[src/rtl/dcr_bank.sv]
// dcr_bank: device control register bank for kernel launch metadata.
// Holds NUM_REGS config registers (reg 0 = thread count), a CTRL/STATUS
// pair, a single-outstanding request/response host port and a small
// IDLE -> LAUNCH -> RUN launch state machine that strobes the dispatcher.
module dcr_bank #(
  parameter int DATA_WIDTH = 8,
  parameter int NUM_REGS   = 4,
  parameter int ADDR_WIDTH = 3
) (
  input  logic                           clk,
  input  logic                           rst,
  input  logic                           req_valid,
  output logic                           req_ready,
  input  logic                           req_write,
  input  logic [ADDR_WIDTH-1:0]          req_addr,
  input  logic [DATA_WIDTH-1:0]          req_wdata,
  output logic                           rsp_valid,
  input  logic                           rsp_ready,
  output logic [DATA_WIDTH-1:0]          rsp_rdata,
  output logic                           rsp_err,
  output logic [NUM_REGS*DATA_WIDTH-1:0] cfg_regs,
  output logic [DATA_WIDTH-1:0]          thread_count,
  output logic                           kernel_start,
  output logic                           kernel_abort,
  input  logic                           kernel_done,
  output logic                           busy
);

  // CTRL and STATUS sit directly above the config registers.
  localparam logic [ADDR_WIDTH:0]   NREG_A    = (ADDR_WIDTH+1)'(NUM_REGS);
  localparam logic [ADDR_WIDTH-1:0] CTRL_ADDR = ADDR_WIDTH'(NUM_REGS);
  localparam logic [ADDR_WIDTH-1:0] STAT_ADDR = ADDR_WIDTH'(NUM_REGS + 1);

  typedef enum logic [1:0] {
    S_IDLE   = 2'd0,
    S_LAUNCH = 2'd1,
    S_RUN    = 2'd2
  } state_t;

  state_t                state_q, state_d;
  logic [DATA_WIDTH-1:0] cfg_q [NUM_REGS];
  logic [DATA_WIDTH-1:0] cfg_d [NUM_REGS];
  logic                  done_q, done_d;
  logic                  aborted_q, aborted_d;
  logic                  abort_q, abort_d;
  logic                  rsp_valid_q, rsp_valid_d;
  logic                  rsp_err_q, rsp_err_d;
  logic [DATA_WIDTH-1:0] rsp_rdata_q, rsp_rdata_d;

  logic                  accept;
  logic                  in_flight;
  logic                  is_cfg, is_ctrl, is_stat;
  logic                  req_err;
  logic                  ctrl_ok;
  logic                  do_start, do_abort, run_done;
  logic                  cfg_wr_ok;
  logic [DATA_WIDTH-1:0] cfg_rd;
  logic [DATA_WIDTH-1:0] status_word;
  logic [DATA_WIDTH-1:0] rd_data;

  // Host handshake: one response outstanding; a consumed response frees the slot
  // in the same cycle so back-to-back requests stream at one per clock.
  always_comb begin
    req_ready = !rst && (!rsp_valid_q || rsp_ready);
    accept    = req_valid && req_ready;
  end

  // Address decode, error classification and the side effects of an accepted request.
  always_comb begin
    in_flight = (state_q != S_IDLE);
    is_cfg    = ({1'b0, req_addr} < NREG_A);
    is_ctrl   = (req_addr == CTRL_ADDR);
    is_stat   = (req_addr == STAT_ADDR);
    req_err   = (!is_cfg && !is_ctrl && !is_stat)
             || (req_write && is_stat)
             || (req_write && is_cfg && in_flight)
             || (req_write && is_ctrl && req_wdata[0] && in_flight);
    ctrl_ok   = accept && req_write && is_ctrl && !req_err;
    cfg_wr_ok = accept && req_write && is_cfg && !req_err;
    run_done  = (state_q == S_RUN) && kernel_done;
    do_start  = ctrl_ok && req_wdata[0] && (state_q == S_IDLE);
    // Completion beats a simultaneous abort: the kernel already finished.
    do_abort  = ctrl_ok && req_wdata[2] && (state_q == S_RUN) && !kernel_done;
  end

  // Read mux: config register, STATUS snapshot, or zero for CTRL.
  always_comb begin
    cfg_rd = '0;
    for (int i = 0; i < NUM_REGS; i++) begin
      if (req_addr == ADDR_WIDTH'(i)) cfg_rd = cfg_q[i];
    end
    status_word = {{(DATA_WIDTH-3){1'b0}}, aborted_q, done_q, in_flight};
    rd_data     = '0;
    if (is_cfg)       rd_data = cfg_rd;
    else if (is_stat) rd_data = status_word;
  end

  // Config register next state: writes land on the accept edge when allowed.
  always_comb begin
    for (int i = 0; i < NUM_REGS; i++) begin
      cfg_d[i] = cfg_q[i];
      if (cfg_wr_ok && (req_addr == ADDR_WIDTH'(i))) cfg_d[i] = req_wdata;
    end
  end

  // Sticky status flags: clears are applied first so a same-cycle event still sets.
  always_comb begin
    done_d    = done_q;
    aborted_d = aborted_q;
    if ((ctrl_ok && req_wdata[1]) || do_start) begin
      done_d    = 1'b0;
      aborted_d = 1'b0;
    end
    if (run_done) done_d    = 1'b1;
    if (do_abort) aborted_d = 1'b1;
    abort_d = do_abort;
  end

  // Response slot: load on accept, drop on consume, otherwise hold stable.
  always_comb begin
    rsp_valid_d = rsp_valid_q;
    rsp_err_d   = rsp_err_q;
    rsp_rdata_d = rsp_rdata_q;
    if (accept) begin
      rsp_valid_d = 1'b1;
      rsp_err_d   = req_err;
      rsp_rdata_d = (!req_write && !req_err) ? rd_data : '0;
    end else if (rsp_ready) begin
      rsp_valid_d = 1'b0;
    end
  end

  // Launch FSM next state.
  always_comb begin
    state_d = state_q;
    unique case (state_q)
      S_IDLE:   if (do_start) state_d = S_LAUNCH;
      S_LAUNCH: state_d = S_RUN;
      S_RUN:    if (run_done || do_abort) state_d = S_IDLE;
      default:  state_d = S_IDLE;
    endcase
  end

  // Launch FSM outputs: start strobe is the single LAUNCH cycle.
  always_comb begin
    kernel_start = (state_q == S_LAUNCH);
    busy         = in_flight;
  end

  // Launch FSM state register.
  always_ff @(posedge clk or posedge rst) begin
    if (rst) state_q <= S_IDLE;
    else     state_q <= state_d;
  end

  // Config, status and response registers.
  always_ff @(posedge clk or posedge rst) begin
    if (rst) begin
      for (int i = 0; i < NUM_REGS; i++) cfg_q[i] <= '0;
      done_q      <= 1'b0;
      aborted_q   <= 1'b0;
      abort_q     <= 1'b0;
      rsp_valid_q <= 1'b0;
      rsp_err_q   <= 1'b0;
      rsp_rdata_q <= '0;
    end else begin
      for (int i = 0; i < NUM_REGS; i++) cfg_q[i] <= cfg_d[i];
      done_q      <= done_d;
      aborted_q   <= aborted_d;
      abort_q     <= abort_d;
      rsp_valid_q <= rsp_valid_d;
      rsp_err_q   <= rsp_err_d;
      rsp_rdata_q <= rsp_rdata_d;
    end
  end

  // Direct register outputs toward host and dispatcher.
  always_comb begin
    for (int i = 0; i < NUM_REGS; i++) cfg_regs[i*DATA_WIDTH +: DATA_WIDTH] = cfg_q[i];
    thread_count = cfg_q[0];
    kernel_abort = abort_q;
    rsp_valid    = rsp_valid_q;
    rsp_err      = rsp_err_q;
    rsp_rdata    = rsp_rdata_q;
  end

endmodule

[config.mk]
export PLATFORM = sky130hd
export DESIGN_NAME = dcr_bank
export DESIGN_NICKNAME = d
export VERILOG_FILES = /design/src/rtl/dcr_bank.sv
export SDC_FILE = /design/constraint.sdc
export NUM_CORES = 1
export LEC_CHECK = 0
export ABC_CLOCK_PERIOD_IN_PS = 3100
export CORE_MARGIN = 1.5
export CORE_UTILIZATION = 50
export CTS_CLUSTER_SIZE = 12
export DETAILED_ROUTE_END_ITERATION = 7
export PLACE_DENSITY = 0.81
export REMOVE_ABC_BUFFERS = 1
export SLEW_MARGIN = 30
export SYNTH_ARGS = -nofsm -noshare
export SYNTH_HDL_FRONTEND = slang
export SYNTH_SLANG_ARGS = --single-unit
[constraint.sdc]
create_clock -name clk -period 3.1 [get_ports clk]
set_input_delay 0.465 -clock clk [delete_from_list [all_inputs] [get_ports clk]]
set_output_delay 0.465 -clock clk [all_outputs]
set_load 0.02 [all_outputs]
# After elaboration in Yosys (flattened, before gate mapping)
# Index checks and enable logic that the tools add are counted.
[totals]
register_bits = 47
elab_cells = 84
[classes]
eq_ne = 9
order_cmp = 1
muxes = 15
n_reduce_logical = 48
[op_table]
columns = ["cell", "n"]
rows = [
  ["two-way mux 8 bit", 6],
  ["logical AND 1 bit", 27],
  ["logical NOT 1 bit", 8],
  ["nonzero test 2 bit", 4],
  ["equality test 3 x 2 -> 1 bit (second input constant)", 2],
  ["equality test 3 bit (second input constant)", 2],
  ["logical OR 1 bit", 6],
  ["one-hot mux 2 bit (3 select lines)", 1],
  ["two-way mux 1 bit", 5],
  ["two-way mux 2 bit", 2],
  ["equality test 3 x 1 -> 1 bit (second input constant)", 1],
  ["logical NOT 3 bit", 1],
  ["less-than comparator 3 bit (second input constant)", 1],
  ["two-way mux 3 bit", 1],
  ["equality test 2 x 1 -> 1 bit (second input constant)", 1],
  ["equality test 2 bit (second input constant)", 1],
  ["logical NOT 2 bit", 1],
  ["!= test 2 x 1 -> 1 bit (second input constant)", 1],
  ["!= test 2 bit (second input constant)", 1],
  ["AND reduction 2 bit", 1],
]

# Longest topological paths before layout
# Gate-level depths: netlist of run 1.
[logic_depth]
depth_word = 15
depth_mapped = 6
depth_no_buf = 4

# Least setup slack after synthesis of run 1
# OpenSTA, ideal clock, no wires.
[synth_path]
kind = "register -> register"
startpoint = "register rsp_valid_q, in the netlist rsp_valid"
endpoint = "register cfg_q, in the netlist cfg_regs[16]"
required_ns = 2.975
period_less_slack_ns = 1.879
stages_incl_launch_ff = 5
arrival_ns = 1.754
setup_slack_ns = 1.221
setup_ns = 0.125
path_cell_list = "dfrtp_1 nor2b_1 nor4b_4 nor4b_4 mux2_2"
[synth_between]
elab_chain_len = 8
[synth_lines]
columns = ["item", "line", "text"]
rows = [
  ["start: declaration", "46", "logic rsp_valid_q, rsp_valid_d;"],
  ["start signal: assignment", "171", "rsp_valid_q <= rsp_valid_d;"],
  ["logical NOT 1 bit", "64", "req_ready = !rst && (!rsp_valid_q || rsp_ready);"],
  ["logical OR 1 bit", "64", ""],
  ["logical AND 1 bit", "64", ""],
  ["logical AND 1 bit", "65", "accept = req_valid && req_ready;"],
  ["logical AND 1 bit (3 in series)", "79", "cfg_wr_ok = accept && req_write && is_cfg && !req_err;"],
  ["logical AND 1 bit", "102", "if (cfg_wr_ok && (req_addr == ADDR_WIDTH'(i))) cfg_d[i] = req_wdata;"],
  ["end: declaration", "41", "logic [DATA_WIDTH-1:0] cfg_q [NUM_REGS];"],
]
# Every way passes these cells.
# A chain may end at the register's enable or synchronous reset.

# Worst setup path after layout of run 1
[layout_path]
startpoint = "input port rsp_ready"
endpoint = "output port req_ready"
[layout_between]
elab_chain_len = 2
[layout_lines]
columns = ["item", "line", "text"]
rows = [
  ["start: declaration", "18", "input logic rsp_ready,"],
  ["logical OR 1 bit", "64", ""],
  ["logical AND 1 bit", "64", ""],
  ["end: declaration", "13", "output logic req_ready,"],
]
# Every way passes these cells.

==> parameters.txt, run 1 <==
Parameter                              Value

Status
  Status ... finished, final reports clean

Global route
  Vias in the first global route ... 1670
  Global-route wire length before repair ... 8490 um
  Number of antenna violations at the first check in global routing ... 0
  Pin count of the biggest net entering global routing ... 48
  Global router's overall resource usage ... about 22%
  Total global routing overflow ... 0

Power and ir drop
  Switching pwr ... 562 uW
  Leakage power figure ... ~1.3 nW
  Total power density per cell area ... 576 mW/mm2
  Switching power as a share of total power ... 32.0%
  Internal Power ... 1.19 mW
  Power share of the clock group ... 22.3%
  Reg power frac ... 44.7%
  Worst vdd ir ... between 0.0004 and 0.0005 V
  Combinational share of power ... 33.0%

Critical path
  CP most frequent cell ... sky130_fd_sc_hd__clkdlybuf4s50_1
  Crit path capture ... req_ready
  Worst path slowest cell ... sky130_fd_sc_hd__clkdlybuf4s50_1
  Start point of the critical path ... rsp_ready
  Setup crit end kind ... output port
  Arr. time, crit path ... 1.86 ns
  Cell-by-cell trace of the critical path ... clkdlybuf4s50_1 > nor2b_1 > nor2_1 > clkdlybuf4s50_1
  Startpoint of the most critical register-to-register path ... rsp_valid
  Required time at the endpoint of the critical path ... 2.63 ns
  Worst reg-to-reg path cell count ... 4
  Crit Path Max Fanout ... 5
  Stage delay of the slowest cell on the critical path ... 0.55 ns
  Reg-to-reg slack, setup ... 1.12 ns
  Setup CP Type ... primary input to output port
  Crit Reg-Reg Endpoint ... cfg_regs[13]
  Type of origin of the critical path ... primary input

Clock network
  Clock tree root driver cell ... sky130_fd_sc_hd__clkbuf_8
  H-tree depth reported by CTS ... 2
  Clock latency on the worst-skew pair ... 0.31 ns
  Post-CTS Hold Buffers ... 0
  CTS tree ... done
  Number of sinks driven by the clock tree ... 47
  Clock-pin slew on the worst setup and hold paths ... ~0.09 ns
  Number of setup buffers added after CTS ... 0
  Num CTS Buffers ... 5
  Post_cts resized ... 0
  Number of buffers on the longest clock path ... 2

Flow run
  Number of max-cap violations ... 0

Synthesis
  Synthesized area per cell ... 12.8 um2
  Top flip-flop cell by instance count after synthesis ... sky130_fd_sc_hd__dfrtp_1
  Instance count of the mapped netlist ... 175
  Portion of synthesized cell area occupied by the leading cell type ... 52.6%
  Number of synthesized flops with an enable pin ... 0
  Largest area contributor in the synthesized netlist ... sky130_fd_sc_hd__dfrtp_1
  Fraction of registers with async set or reset after synthesis ... between 90% and 100%
  #FFs+latches synth ... 47
  Cell types occupying the most area after synthesis ... sky130_fd_sc_hd__dfrtp_1 (53%), sky130_fd_sc_hd__mux2_2 (17%), sky130_fd_sc_hd__mux2i_1 (4.5%), sky130_fd_sc_hd__buf_4 (2.7%), sky130_fd_sc_hd__nor4b_4 (2.1%)
  Summed instance area of the synthesized netlist ... 0.00224 mm2
  Yosys cell types ... 40
  Share of synthesized area occupied by flip-flops and latches ... between 50 and 60%
  Synth Warn # ... 0

Die
  Die area ... just under 0.005 mm2
  Std cell rows ... 24
  Chip width ... 69.9 um
  Top-level port count ... 71
  Die extent in y ... about 70 um
  Floorplan core area ... 0.00432 mm2
  Starting Density ... 51.7%

Finish
  NumNets Final ... approximately 260
  Number of inserted diodes ... 0
  Area grow syn2layout ... 36.2%
  Final core occ ... 70.5%
  Non-filler instance count after layout ... 294
  Filler instances ... 328
  Layout cell share with drive strength beyond 1 ... a little over a fifth

Placed design
  Weighted congestion reported at the end of routability-driven placement ... 0.763
  Count of buffers from port buffering ... 70
  Dpl cells ... 286
  Final HPWL DP ... 3730 um

Timing
  Max Slew Vio Count ... 0
  Endpoints failing setup ... 0
  Unrepaired setup endpoints after global routing ... no
  Summed negative setup slack over all endpoints ... 0 ns
  Min cycle time layout ... ~2.3 ns
  Post-route clock period utilization ... between 70% and 80%
  Clk_skew ... 0.00889 ns
  Worst rel slew slack ... 60.1%
  Total count of hold-check failures in the final report ... 0
  Timing-limited maximum frequency ... 430 MHz
  Worst slew pin tran ... 0.597 ns

Routing
  WL per Instance ... 17.5 um
  Vias per cell ... 5.62
  Total number of vias ... roughly 1700
  Routed Antenna Nets ... 0
  1st-iter DRT viols ... 112
  Number of optimization iterations in the first detailed-route pass ... 4
  Total wire length after detailed routing ... approximately 5000 um
  Drt drc ... 0

Worst hold path
  Worst hold path class ... flip-flop to flip-flop
[sequential cells by signal (all words and copies together) (netlist names)]
name / flops
aborted_q: 1
cfg_regs: 24
done_q: 1
kernel_abort: 1
rsp_err: 1
rsp_rdata: 8
rsp_valid: 1
state_q: 2
thread_count: 8
[placed cells by master, fill, tap and decap left out, types with 5 or more instances in the layout]
| cell | synthesis | routed |
|---|---|---|
| sky130_fd_sc_hd__clkdlybuf4s50_1 | 0 | 70 |
| sky130_fd_sc_hd__dfrtp_1 | 47 | 47 |
| sky130_fd_sc_hd__mux2_2 | 33 | 33 |
| sky130_fd_sc_hd__mux2i_1 | 10 | 10 |
| sky130_fd_sc_hd__o21ai_0 | 8 | 8 |
| sky130_fd_sc_hd__clkbuf_8 | 0 | 6 |
| sky130_fd_sc_hd__inv_1 | 6 | 5 |
| sky130_fd_sc_hd__a22o_1 | 5 | 5 |
| sky130_fd_sc_hd__nand2_1 | 5 | 5 |
| sky130_fd_sc_hd__buf_4 | 8 | 5 |
[worst max-delay path, delay by kind of cell]
| kind | cells | cell delay, ns |
|---|---|---|
| AND/OR/NAND/NOR | 2 | 0.44 |
| buffers and inverters | 2 | 0.95 |
[Yosys cell counts, types with 3 or more instances]
cell type                  instances
sky130_fd_sc_hd__dfrtp_1          47
sky130_fd_sc_hd__mux2_2           33
sky130_fd_sc_hd__mux2i_1          10
sky130_fd_sc_hd__buf_4             8
sky130_fd_sc_hd__o21ai_0           8
sky130_fd_sc_hd__inv_1             6
sky130_fd_sc_hd__a22o_1            5
sky130_fd_sc_hd__clkbuf_1          5
sky130_fd_sc_hd__nand2_1           5
sky130_fd_sc_hd__nor2_1            4
sky130_fd_sc_hd__o221ai_1          4
sky130_fd_sc_hd__nand2b_1          3
sky130_fd_sc_hd__o211ai_1          3
[cell type report]
type / count / area (um2) / share of cell area [%]
tap: 52 / 65.1 / 2.14
clock buffer: 6 / 82.6 / 2.71
timing repair buffer: 75 / 738 / 24.2
clock inverter: 2 / 16.3 / 0.534
sequential: 47 / 1180 / 38.6
inverter: 6 / 22.5 / 0.739
multi-input combinational: 106 / 946 / 31.0
[logic make-up (layout without fill, tap and decap cells)]
family,Yosys count,after routing,share of synthesized area (%)
buffers and inverters,22,89,5.15
DFF,47,47,52.6
muxes,44,44,22.1
and+or+nand+nor,31,31,9.68
AOI/OAI and AO/OA,31,31,10.5
[metal layers]
metal	wire length [um]	track usage [%]
met1	2340	31.0
met2	2570	35.9
met3	196	5.19
met4	48	6.41
met5	0	0
[power groups by stage]
stage | logic [mW] | clock network, mW | registers (mW)
5_1_grt | 0.608 | 0.428 | 0.801
3_5_place_dp | 0.579 | 0 | 0.799
4_1_cts | 0.582 | 0.397 | 0.786
2_1_floorplan | 0.146 | 0 | 0.919
3_3_place_gp | 0.572 | 0 | 0.796
6_report | 0.578 | 0.391 | 0.785
[metrics by stage]
stage          hold WS (ns)  total power [mW]  setup slack, ns  cell area [um2]
6_report              0.494              1.75            0.775             3050
2_1_floorplan         0.457              1.06             1.22             2140
5_1_grt               0.544              1.84            0.702             3050
4_1_cts               0.500              1.77            0.760             3050
3_3_place_gp          0.468              1.37            0.593             2950
3_5_place_dp          0.480              1.38            0.519             2950
[worst min-delay path by stage]
stage | endpoint | start | cells after the start
after global placement | rsp_err | rsp_err | 2
final | rsp_err | rsp_err | 2
after global routing | rsp_rdata[3] | rsp_rdata[3] | 1
after detailed placement | rsp_rdata[0] | rsp_rdata[0] | 2
after CTS | rsp_rdata[0] | rsp_rdata[0] | 2
after floorplan | aborted_q | aborted_q | 1
(Power assumes the default switching activity.)
==> run 2, diff against run 1 <==
- ABC_CLOCK_PERIOD_IN_PS: 3100 -> 1990
- CORE_UTILIZATION: 50 -> 42
- PLACE_DENSITY: 0.81 -> 0.72
- clock period: 3.1 -> 1.99 ns (I/O delays scaled with it)
==> run 2 against run 1 <==
- first-iteration DRC count up 4.5%
- largest cell class unchanged
- die area up 18%
- total power up 55%
- sequential share of layout area down 2.2 points
- clock power up 46%
- critical endpoint is now busy
- utilization down 7.3 points
- critical path depth down 1
- critical path type is now flip-flop to output port
==> parameters.txt, run 2 (synthesized netlist as in run 1, its figures left out) <==
Parameter                              Value

Routing
  Total number of vias ... 1728 (+4.5%)
  1st-iter DRT viols ... 117 (+4.5%)
  Total wire length after detailed routing ... 5450 um (+5.8%)
  WL per Instance ... 16.5 um (-6.0%)
  Routed Antenna Nets ... 0 (unchanged)
  Drt drc ... 0 (unchanged)
  Number of optimization iterations in the first detailed-route pass ... 4 (unchanged)
  Vias per cell ... 5.22 (-7.1%)

Global route
  Met3 track utilization from global routing ... 4.31% (-0.88 points)
  Vias in the first global route ... 1752 (+4.9%)
  Layer with the highest usage after global routing ... met2
  Global router's overall resource usage ... 19.9% (-2.6 points)
  Total global routing overflow ... 0 (unchanged)
  Global Route met2 Usage ... 33.4% (-2.4 points)
  Global-route wire length before repair ... 8970 um (+5.6%)
  Global routing usage on met1 ... 25.4% (-5.7 points)
  Pin count of the biggest net entering global routing ... 48 (unchanged)
  Number of antenna violations at the first check in global routing ... 0 (unchanged)

Finish
  Number of flip-flops under the largest register name ... 24 (unchanged)
  Commonest non-fill, non-tap cells in the layout ... sky130_fd_sc_hd__clkdlybuf4s50_1 (69), sky130_fd_sc_hd__dfrtp_1 (47), sky130_fd_sc_hd__mux2_2 (33), sky130_fd_sc_hd__buf_4 (22), sky130_fd_sc_hd__mux2i_1 (10)
  Number of inserted diodes ... 0 (unchanged)
  Filler instances ... 447 (+36%)
  Area grow syn2layout ... 44.3%
  Non-filler instance count after layout ... 331 (+13%)
  NumNets Final ... 277 (+7.4%)
  Commonest non-fill, non-tap cell in the layout ... sky130_fd_sc_hd__clkdlybuf4s50_1
  Layout cell share with drive strength beyond 1 ... 28.0% (+6.1 points)

Die
  Chip width ... 76.0 um (+8.7%)
  Std cell rows ... 26 (+8.3%)
  Floorplan core area ... 0.00511 mm2 (+18%)
  Top-level port count ... 71 (unchanged)
  Starting Density ... 43.8% (-7.9 points)
  Die area ... 0.00577 mm2 (+18%)
  Die extent in y ... 76.0 um (+8.7%)

Critical path
  Setup CP Type ... flip-flop to output port
  Arr. time, crit path ... 1.55 ns (-0.31 ns)
  Required time at the endpoint of the critical path ... 1.69 ns (-0.94 ns)
  Setup crit end kind ... output port
  Type of origin of the critical path ... flip-flop
  Crit Path Max Fanout ... 4 (-1)
  Worst reg-to-reg path cell count ... 5 (+1)

Placed design
  Final HPWL DP ... 4140 um (+11%)
  Count of buffers from port buffering ... 70 (unchanged)
  Dpl cells ... 323 (+13%)
  Weighted congestion reported at the end of routability-driven placement ... 0.797 (+4.4%)

Clock network
  Clock tree root driver cell ... sky130_fd_sc_hd__clkbuf_8
  Clock-pin slew on the worst setup and hold paths ... 0.09 ns (about the same)
  Clock latency on the worst-skew pair ... 0.30 ns (about the same)
  Number of sinks driven by the clock tree ... 47 (unchanged)
  Num CTS Buffers ... 5 (unchanged)
  Number of buffers on the longest clock path ... 2 (unchanged)
  H-tree depth reported by CTS ... 2 (unchanged)
  CTS tree ... done
  Number of setup buffers added after CTS ... 0 (unchanged)

Timing
  Worst rel slew slack ... 76.8% (+17 points)
  Unrepaired setup endpoints after global routing ... no
  Total count of hold-check failures in the final report ... 0 (unchanged)
  Post-route clock period utilization ... 93.0%
  Summed negative setup slack over all endpoints ... 0 ns (unchanged)
  Worst slew pin tran ... 0.345 ns (-0.252 ns)
  Min cycle time layout ... 1.85 ns
  Max Slew Vio Count ... 0 (unchanged)
  Timing-limited maximum frequency ... 540 MHz
  Endpoints failing setup ... 0 (unchanged)
  Clk_skew ... 0.00330 ns (-0.00559 ns)

Worst hold path
  Worst hold path class ... primary input to async pin

Power and ir drop
  Worst vdd ir ... 0.000432 V (-2.2%)
  Total power density per cell area ... 844 mW/mm2 (+47%)
  Leakage power figure ... 1.43 nW (+7.1%)

Status
  Status ... finished, final reports clean

Flow run
  Number of max-cap violations ... 0 (unchanged)
[run 2: cell types whose count changed in the layout (fill, tap and decap cells not counted)]
cell	previous run	this run
sky130_fd_sc_hd__buf_12	0	2
sky130_fd_sc_hd__buf_4	5	22
sky130_fd_sc_hd__clkbuf_8	6	5
sky130_fd_sc_hd__clkdlybuf4s50_1	70	69
sky130_fd_sc_hd__clkinv_2	0	1
sky130_fd_sc_hd__clkinv_4	1	0
sky130_fd_sc_hd__clkinvlp_4	1	2
sky130_fd_sc_hd__dlygate4sd2_1	0	1
sky130_fd_sc_hd__nor2b_1	1	0
sky130_fd_sc_hd__nor2b_2	0	1
[run 2: critical path: stages (launching register included)]
cell and delay [ns]:
sky130_fd_sc_hd__dfrtp_1 0.41, sky130_fd_sc_hd__nor2_2 0.07, sky130_fd_sc_hd__inv_1 0.14, sky130_fd_sc_hd__clkdlybuf4s50_1 0.63
[run 2: metal layers]
layer / wire length [um] / share of wire (%)
met3: 203 / 3.7
met4: 59 / 1.1
met1: 2470 / 45
met5: 0 / 0
met2: 2720 / 50
[run 2: power breakdown]
part / leakage [nW] / switching, mW / internal, mW
Combinational: 0.772 / 0.434 / 0.494
Sequential: 0.618 / 0.126 / 1.10
Clock: 0.0402 / 0.325 / 0.245
[run 2: area by class of cell]
| cell class | instances | area, um2 | share of cell area, % |
|---|---|---|---|
| repair buffers | 94 | 905 | 28.0 |
| well taps | 70 | 87.6 | 2.71 |
| clock buffers | 5 | 68.8 | 2.13 |
| clock inverters | 3 | 20.0 | 0.620 |
| flip-flops and latches | 47 | 1180 | 36.4 |
| inverters | 6 | 22.5 | 0.698 |
| multi-input cells | 106 | 948 | 29.4 |
[run 2: worst paths after layout]
kind / start / endpoint / slack (ns)
setup / recovery: state_q[1] / busy / 0.14
hold / removal: rst / rsp_rdata[7] / 0.49
setup reg to reg: rsp_valid / cfg_regs[22] / 0.21
hold reg to reg: rsp_rdata[7] / rsp_rdata[7] / 0.51
max in group asynchronous: rst / cfg_regs[31] / 1.29
min in group clk: rsp_rdata[7] / rsp_rdata[7] / 0.51
[run 2: per-stage QoR]
| stage | setup WS [ns] | util, % | power, mW | hold slack, ns | instance area [um2] |
|---|---|---|---|---|---|
| floorplan | 0.111 | - | 1.66 | 0.449 | 2140 |
| global placement | -0.113 | 61.4 | 2.16 | 0.465 | 3140 |
| detailed placement | -0.181 | 61.4 | 2.18 | 0.495 | 3140 |
| CTS | 0.125 | 63.2 | 2.74 | 0.501 | 3230 |
| global route | 0.0778 | 63.2 | 2.85 | 0.526 | 3230 |
| finish | 0.139 | 63.2 | 2.72 | 0.490 | 3230 |
[run 2: repair_timing]
item | in CTS | in global routing
hold buffers | 0 | 0
setup endpoints to repair | 1 | 0
gates resized for setup | 2 | 0
hold endpoints to repair | 0 | 0
